--- src/rtl/wb_servo_ramp.sv ---
`default_nettype none
// ============================================================================
// wb_servo_ramp : Wishbone-mapped 8-channel servo pulse generator with
//                 per-frame position ramping and a motion-done interrupt.
// Revision      : 1.0
// ============================================================================
module wb_servo_ramp #(
  parameter int clk_freq = 100000000,
  parameter int frame_us = 20000,
  parameter int pos_min  = 500,
  parameter int pos_max  = 2500
) (
  input  logic        clk,
  input  logic        rst,
  input  logic [31:0] wb_adr_i,
  input  logic [31:0] wb_dat_i,
  output logic [31:0] wb_dat_o,
  input  logic        wb_stb_i,
  input  logic        wb_cyc_i,
  input  logic        wb_we_i,
  input  logic [3:0]  wb_sel_i,
  output logic        wb_ack_o,
  output logic [7:0]  servo_o,
  output logic        intr
);

  localparam int          DIV_RAW    = clk_freq / 1000000;
  localparam int          DIV        = (DIV_RAW < 1) ? 1 : DIV_RAW;
  localparam logic [15:0] DIV_LAST   = 16'(DIV - 1);
  localparam logic [15:0] FRAME_LAST = 16'(frame_us - 1);
  localparam logic [15:0] POS_MIN    = 16'(pos_min);
  localparam logic [15:0] POS_MAX    = 16'(pos_max);
  localparam logic [15:0] POS_RESET  = 16'd1500;

  logic        enable, irq_en, done;
  logic [7:0]  step;
  logic [15:0] target   [8];
  logic [15:0] pos      [8];
  logic [15:0] next_pos [8];
  logic [15:0] presc, fc;
  logic [7:0]  busy, busy_next;
  logic [15:0] wr_merged, wr_target;
  logic [31:0] rdata;
  logic [3:0]  reg_idx;
  logic        access, wr, tick, boundary, done_set, done_clr;
  logic        unused;

  assign reg_idx  = wb_adr_i[5:2];
  assign access   = wb_stb_i & wb_cyc_i & ~wb_ack_o;
  assign wr       = access & wb_we_i;
  assign tick     = enable && (presc == DIV_LAST);
  assign boundary = tick && (fc == FRAME_LAST);
  assign done_set = boundary && (|busy) && !(|busy_next);
  assign done_clr = wr && (reg_idx == 4'd1) && wb_sel_i[1] && wb_dat_i[8];
  assign intr     = done & irq_en;
  assign unused   = &{1'b0, wb_adr_i[31:6], wb_adr_i[1:0], wb_dat_i[31:16], wb_sel_i[3:2]};

  // Byte-lane merge with the current target, then clamp into the legal pulse range.
  always_comb begin
    wr_merged = target[reg_idx[2:0]];
    if (wb_sel_i[0]) wr_merged[7:0]  = wb_dat_i[7:0];
    if (wb_sel_i[1]) wr_merged[15:8] = wb_dat_i[15:8];
    if (wr_merged < POS_MIN)      wr_target = POS_MIN;
    else if (wr_merged > POS_MAX) wr_target = POS_MAX;
    else                          wr_target = wr_merged;
  end

  // Ramp one step toward the target; a remaining distance within one step lands exactly on it.
  always_comb begin
    for (int n = 0; n < 8; n++) begin
      next_pos[n] = target[n];
      if (step != 8'd0) begin
        if ((pos[n] < target[n]) && ((target[n] - pos[n]) > {8'd0, step}))
          next_pos[n] = pos[n] + {8'd0, step};
        else if ((pos[n] > target[n]) && ((pos[n] - target[n]) > {8'd0, step}))
          next_pos[n] = pos[n] - {8'd0, step};
      end
      busy[n]      = (pos[n] != target[n]);
      busy_next[n] = (next_pos[n] != target[n]);
    end
  end

  always_comb begin
    rdata = '0;
    if (reg_idx[3]) begin
      rdata = {pos[reg_idx[2:0]], target[reg_idx[2:0]]};
    end else begin
      case (reg_idx[2:0])
        3'd0:    rdata = {30'd0, irq_en, enable};
        3'd1:    rdata = {23'd0, done, busy};
        3'd2:    rdata = {24'd0, step};
        default: rdata = '0;
      endcase
    end
  end

  always_ff @(posedge clk or negedge rst) begin
    if (!rst) begin
      enable   <= 1'b0;
      irq_en   <= 1'b0;
      step     <= 8'd0;
      done     <= 1'b0;
      presc    <= 16'd0;
      fc       <= 16'd0;
      servo_o  <= 8'd0;
      wb_ack_o <= 1'b0;
      wb_dat_o <= 32'd0;
      for (int n = 0; n < 8; n++) begin
        target[n] <= POS_RESET;
        pos[n]    <= POS_RESET;
      end
    end else begin
      wb_ack_o <= access;
      if (access) wb_dat_o <= rdata;

      if (!enable) begin
        presc <= 16'd0;
        fc    <= 16'd0;
      end else if (tick) begin
        presc <= 16'd0;
        fc    <= (fc == FRAME_LAST) ? 16'd0 : fc + 16'd1;
      end else begin
        presc <= presc + 16'd1;
      end

      for (int n = 0; n < 8; n++) begin
        servo_o[n] <= enable && (fc < pos[n]);
        if (boundary) pos[n] <= next_pos[n];
      end

      done <= done_set | (done & ~done_clr);

      if (wr) begin
        if (reg_idx[3]) begin
          target[reg_idx[2:0]] <= wr_target;
        end else if ((reg_idx == 4'd0) && wb_sel_i[0]) begin
          enable <= wb_dat_i[0];
          irq_en <= wb_dat_i[1];
        end else if ((reg_idx == 4'd2) && wb_sel_i[0]) begin
          step <= wb_dat_i[7:0];
        end
      end
    end
  end

endmodule
`default_nettype wire

--- config.mk ---
export PLATFORM = sky130hd
export DESIGN_NAME = wb_servo_ramp
export DESIGN_NICKNAME = d
export VERILOG_FILES = /design/src/rtl/wb_servo_ramp.sv
export SDC_FILE = /design/constraint.sdc
export NUM_CORES = 2
export LEC_CHECK = 0
export ABC_AREA = 1
export BUFFER_PORTS_ARGS = -buffer_cell sky130_fd_sc_hd__buf_2
export CORE_ASPECT_RATIO = 1.75
export CORE_UTILIZATION = 45
export DETAILED_ROUTE_END_ITERATION = 10
export HOLD_SLACK_MARGIN = 0.12
export PLACE_DENSITY = 0.59
export SETUP_SLACK_MARGIN = 0.1
export SYNTH_ARGS = -nofsm -noshare
export SYNTH_HDL_FRONTEND = slang
export SYNTH_SLANG_ARGS = --single-unit
export TNS_END_PERCENT = 5
--- constraint.sdc ---
create_clock -name clk -period 10.3 [get_ports clk]
set_input_delay 0.515 -clock clk [delete_from_list [all_inputs] [get_ports clk]]
set_output_delay 0.515 -clock clk [all_outputs]
set_load 0.1 [all_outputs]
==> results_dict.tcl <==
set metrics [dict create \
    netlist.area_leader.share_pct 18.6 \
    grt.total_usage_pct 48.3 \
    crit_path_start_kind "flop" \
    max_slew.worst_pin.slew_ns 1.45 \
    die_h_um 449 \
    synth-main-ff-cell "dfrtp_1" \
    dr.pass1.iters 11 \
    yosys-top-cells-area "nand2_1 (19%), ha_1 (15%), dfrtp_1 (11%)" \
    antenna_found_initial 32 \
    synthesis.nets 9246 \
    fin_nets 9150 \
    criticalPathCategory "flop to flop" \
    final_antenna_net_count 0 \
    yosysWarnings 0 \
    rsz0062_at_grt "false" \
    cp_top_family "simple AND/OR/NAND/NOR gates" \
    cp_num_buf_inv 5 \
    power_mw 6.16 \
    cp-end-kind "flop" \
    gp_congestion 1.13 \
    finalWirelength_um 287000 \
    ctsLongestPathBuffers 3 \
    synth_top_cell_by_area "nand2_1" \
    grt_pass1_vias 57200 \
    setup_viol 0 \
    final_cells 9967 \
    cp_slowest_cell "nand4_1" \
    post_cts_resized 0 \
    slew_violations 0 \
    cp.required_ns 10.84 \
    dpl.hpwl_um 224000 \
    period_share_pct 63.8 \
    syn_inst 8523 \
    cts_tree "done" \
    fp.dieArea_sq_mm 0.116 \
    min_path_type "primary input to flop" \
    hold_viol 0 \
    floorplan.rows 163 \
    clk_pin_slew_ns 0.07 \
    cpMostUsedCell "nand2_1" \
    core_sq_mm 0.113 \
    numCtsBuffers 44 \
    fin_skew_ns 0.0362 \
    wl_per_cell_um 28.8 \
    grt_pass1_wl_um 401000 \
    crit_fanout 16 \
    ir_worst_vdd_mv 0.133 \
    via_per_inst 6.11 \
    utilization_pct 48.4 \
    failed_checks "design-rule violations" \
    die_w_um 257 \
    worstSkewPairLatency_ns 0.65 \
    ys_seq_area_share_pct 16.8 \
    drive_gt1_share_pct 5.16 \
    synth-edff-count 0 \
    tns_ns 0 \
    cts_max_level 2 \
    drt-initial-drc-count 6725 \
    avgSynthCellArea_sq_um 6.03 \
    min_period_ns 6.58 \
    ys_ff_latch 340 \
    max_cap_viol_count 0 \
    grt-ovfl-total 0 \
    ys_types 69 \
    power_leakage_nw 29.8 \
    clock-sinks 340 \
    cts-root-buf "clkbuf_16" \
    syn2layout_area_growth_pct 6.41 \
    drc 1 \
    via_count 60900 \
    port_buffers 68 \
    power.density_mw_per_mm2 113 \
    status "finished, violations left" \
    cpPeakStageDelay_ns 0.81 \
    fillers 12400 \
    arrival_ns 7.12 \
    grt_max_degree 176 \
    synth_area_sq_mm 0.0514 \
    async_flop_share_pct 100 \
    place_inst 9863 \
    start_util_pct 45.5 \
    ios 115 \
    slew_headroom_pct 2.15 \
    max_freq_mhz 152 \
]
[what timing repair did]
item	in CTS	in global routing
hold buffers	3	0
buffers inserted	0	0
hold endpoints to repair	41	0
[placed cells by master (no fill, tap or decap), types with 22 or more instances in the layout]
cell and count:
nand2_1 2544, inv_1 1205, nand3_1 864, nor2_1 671, ha_1 618, a21oi_1 502
o21ai_0 294, xor2_1 270, nand4_1 244, dfrtp_1 226, dfstp_2 112, nor3_1 83
buf_4 76, o22ai_1 67, buf_2 67, a31oi_1 51, nand3b_1 46, clkbuf_16 45
o211ai_1 42, o21ai_1 39, fa_1 32, o221ai_1 28, nand2_2 26, o21bai_1 23
a21o_1 22
[per-stage QoR]
step | hold WS (ns) | cell area [sq um] | worst slack, ns
6_report | 0.155 | 54700 | 3.72
5_1_grt | 0.183 | 54600 | 3.62
4_1_cts | 0.155 | 54600 | 4.30
3_5_place_dp | 0.441 | 53100 | 4.18
3_3_place_gp | 0.444 | 53100 | 4.21
2_1_floorplan | 0.219 | 51400 | 6.34
[logic make-up after synthesis]
group	count (synthesis)	share of synthesized area [%]
AO/OA/AOI/OAI	1168	13.0
XOR/XNOR	275	4.69
adder cells (fa/ha/maj)	650	16.3
buffers and inverters	1531	11.5
flip-flops	340	16.8
multiplexers	3	0.0633
AND/OR/NAND/NOR	4556	37.7
[cells in the mapped netlist (all sizes together) (6+ instances only)]
cell type / number
xor2: 270
ha: 618
and2: 9
nand3b: 46
nand2: 2572
nor2: 682
o31ai: 7
a22oi: 13
a31oi: 51
o21ai: 336
buf: 93
nor3: 91
nand4: 244
o311ai: 8
o21bai: 24
fa: 32
dfrtp: 228
a22o: 6
a211oi: 7
dfstp: 112
nor4: 23
a21oi: 504
o21a: 17
o22ai: 67
a21boi: 12
or2: 19
o211ai: 42
a21o: 22
o221ai: 28
inv: 1222
clkinv: 17
clkbuf: 199
nand3: 865
[final timing paths]
kind                                    end  slack [ns]  cells past startpoint        start
worst max-delay path                   done        3.72                     33   target[66]
min in group asynchronous       wb_dat_o[8]        0.42                      2          rst
max in group asynchronous          pos[112]        7.66                      4          rst
worst max register to register         done        3.72                     33   target[66]
worst min register to register     wb_ack_o        0.46                      1     wb_ack_o
worst min-delay path                step[3]        0.15                      3  wb_dat_i[3]
[registers in the layout, summed over array words and instances (netlist names), 8 cells and up]
register,count
fc,16
pos,128
presc,16
servo_o,8
step,8
target,128
wb_dat_o,32
[worst min-delay path, delay by kind of cell]
kind	cells	cell delay, ns
buffers and inverters	1	0.10
AO/OA/AOI/OAI	1	0.10
AND/OR/NAND/NOR	1	0.04
[layout make-up]
type / count / area [sq um] / share of cell area (%)
multi-input cells: 6652 / 36900 / 67.5
well taps: 1485 / 1860 / 3.40
flip-flops and latches: 340 / 8650 / 15.8
clock inverters: 31 / 375 / 0.686
diodes: 19 / 47.5 / 0.0869
inverters: 1239 / 4650 / 8.50
repair buffers: 150 / 1010 / 1.85
clock buffers: 51 / 1180 / 2.15
[metal layers]
layer	part of all wire [%]	global-route usage (%)	up-vias
li1	-	-	27600
met1	33	48.6	28300
met2	45	78.1	3694
met3	9.4	12.8	1321
met4	13	51.1	20
met5	0.054	0	-
[report_power, final]
group | switching, mW | internal, mW
logic | 1.99 | 0.738
registers | 0.199 | 1.46
clock network | 0.785 | 0.987
(Power assumes the default switching activity.)
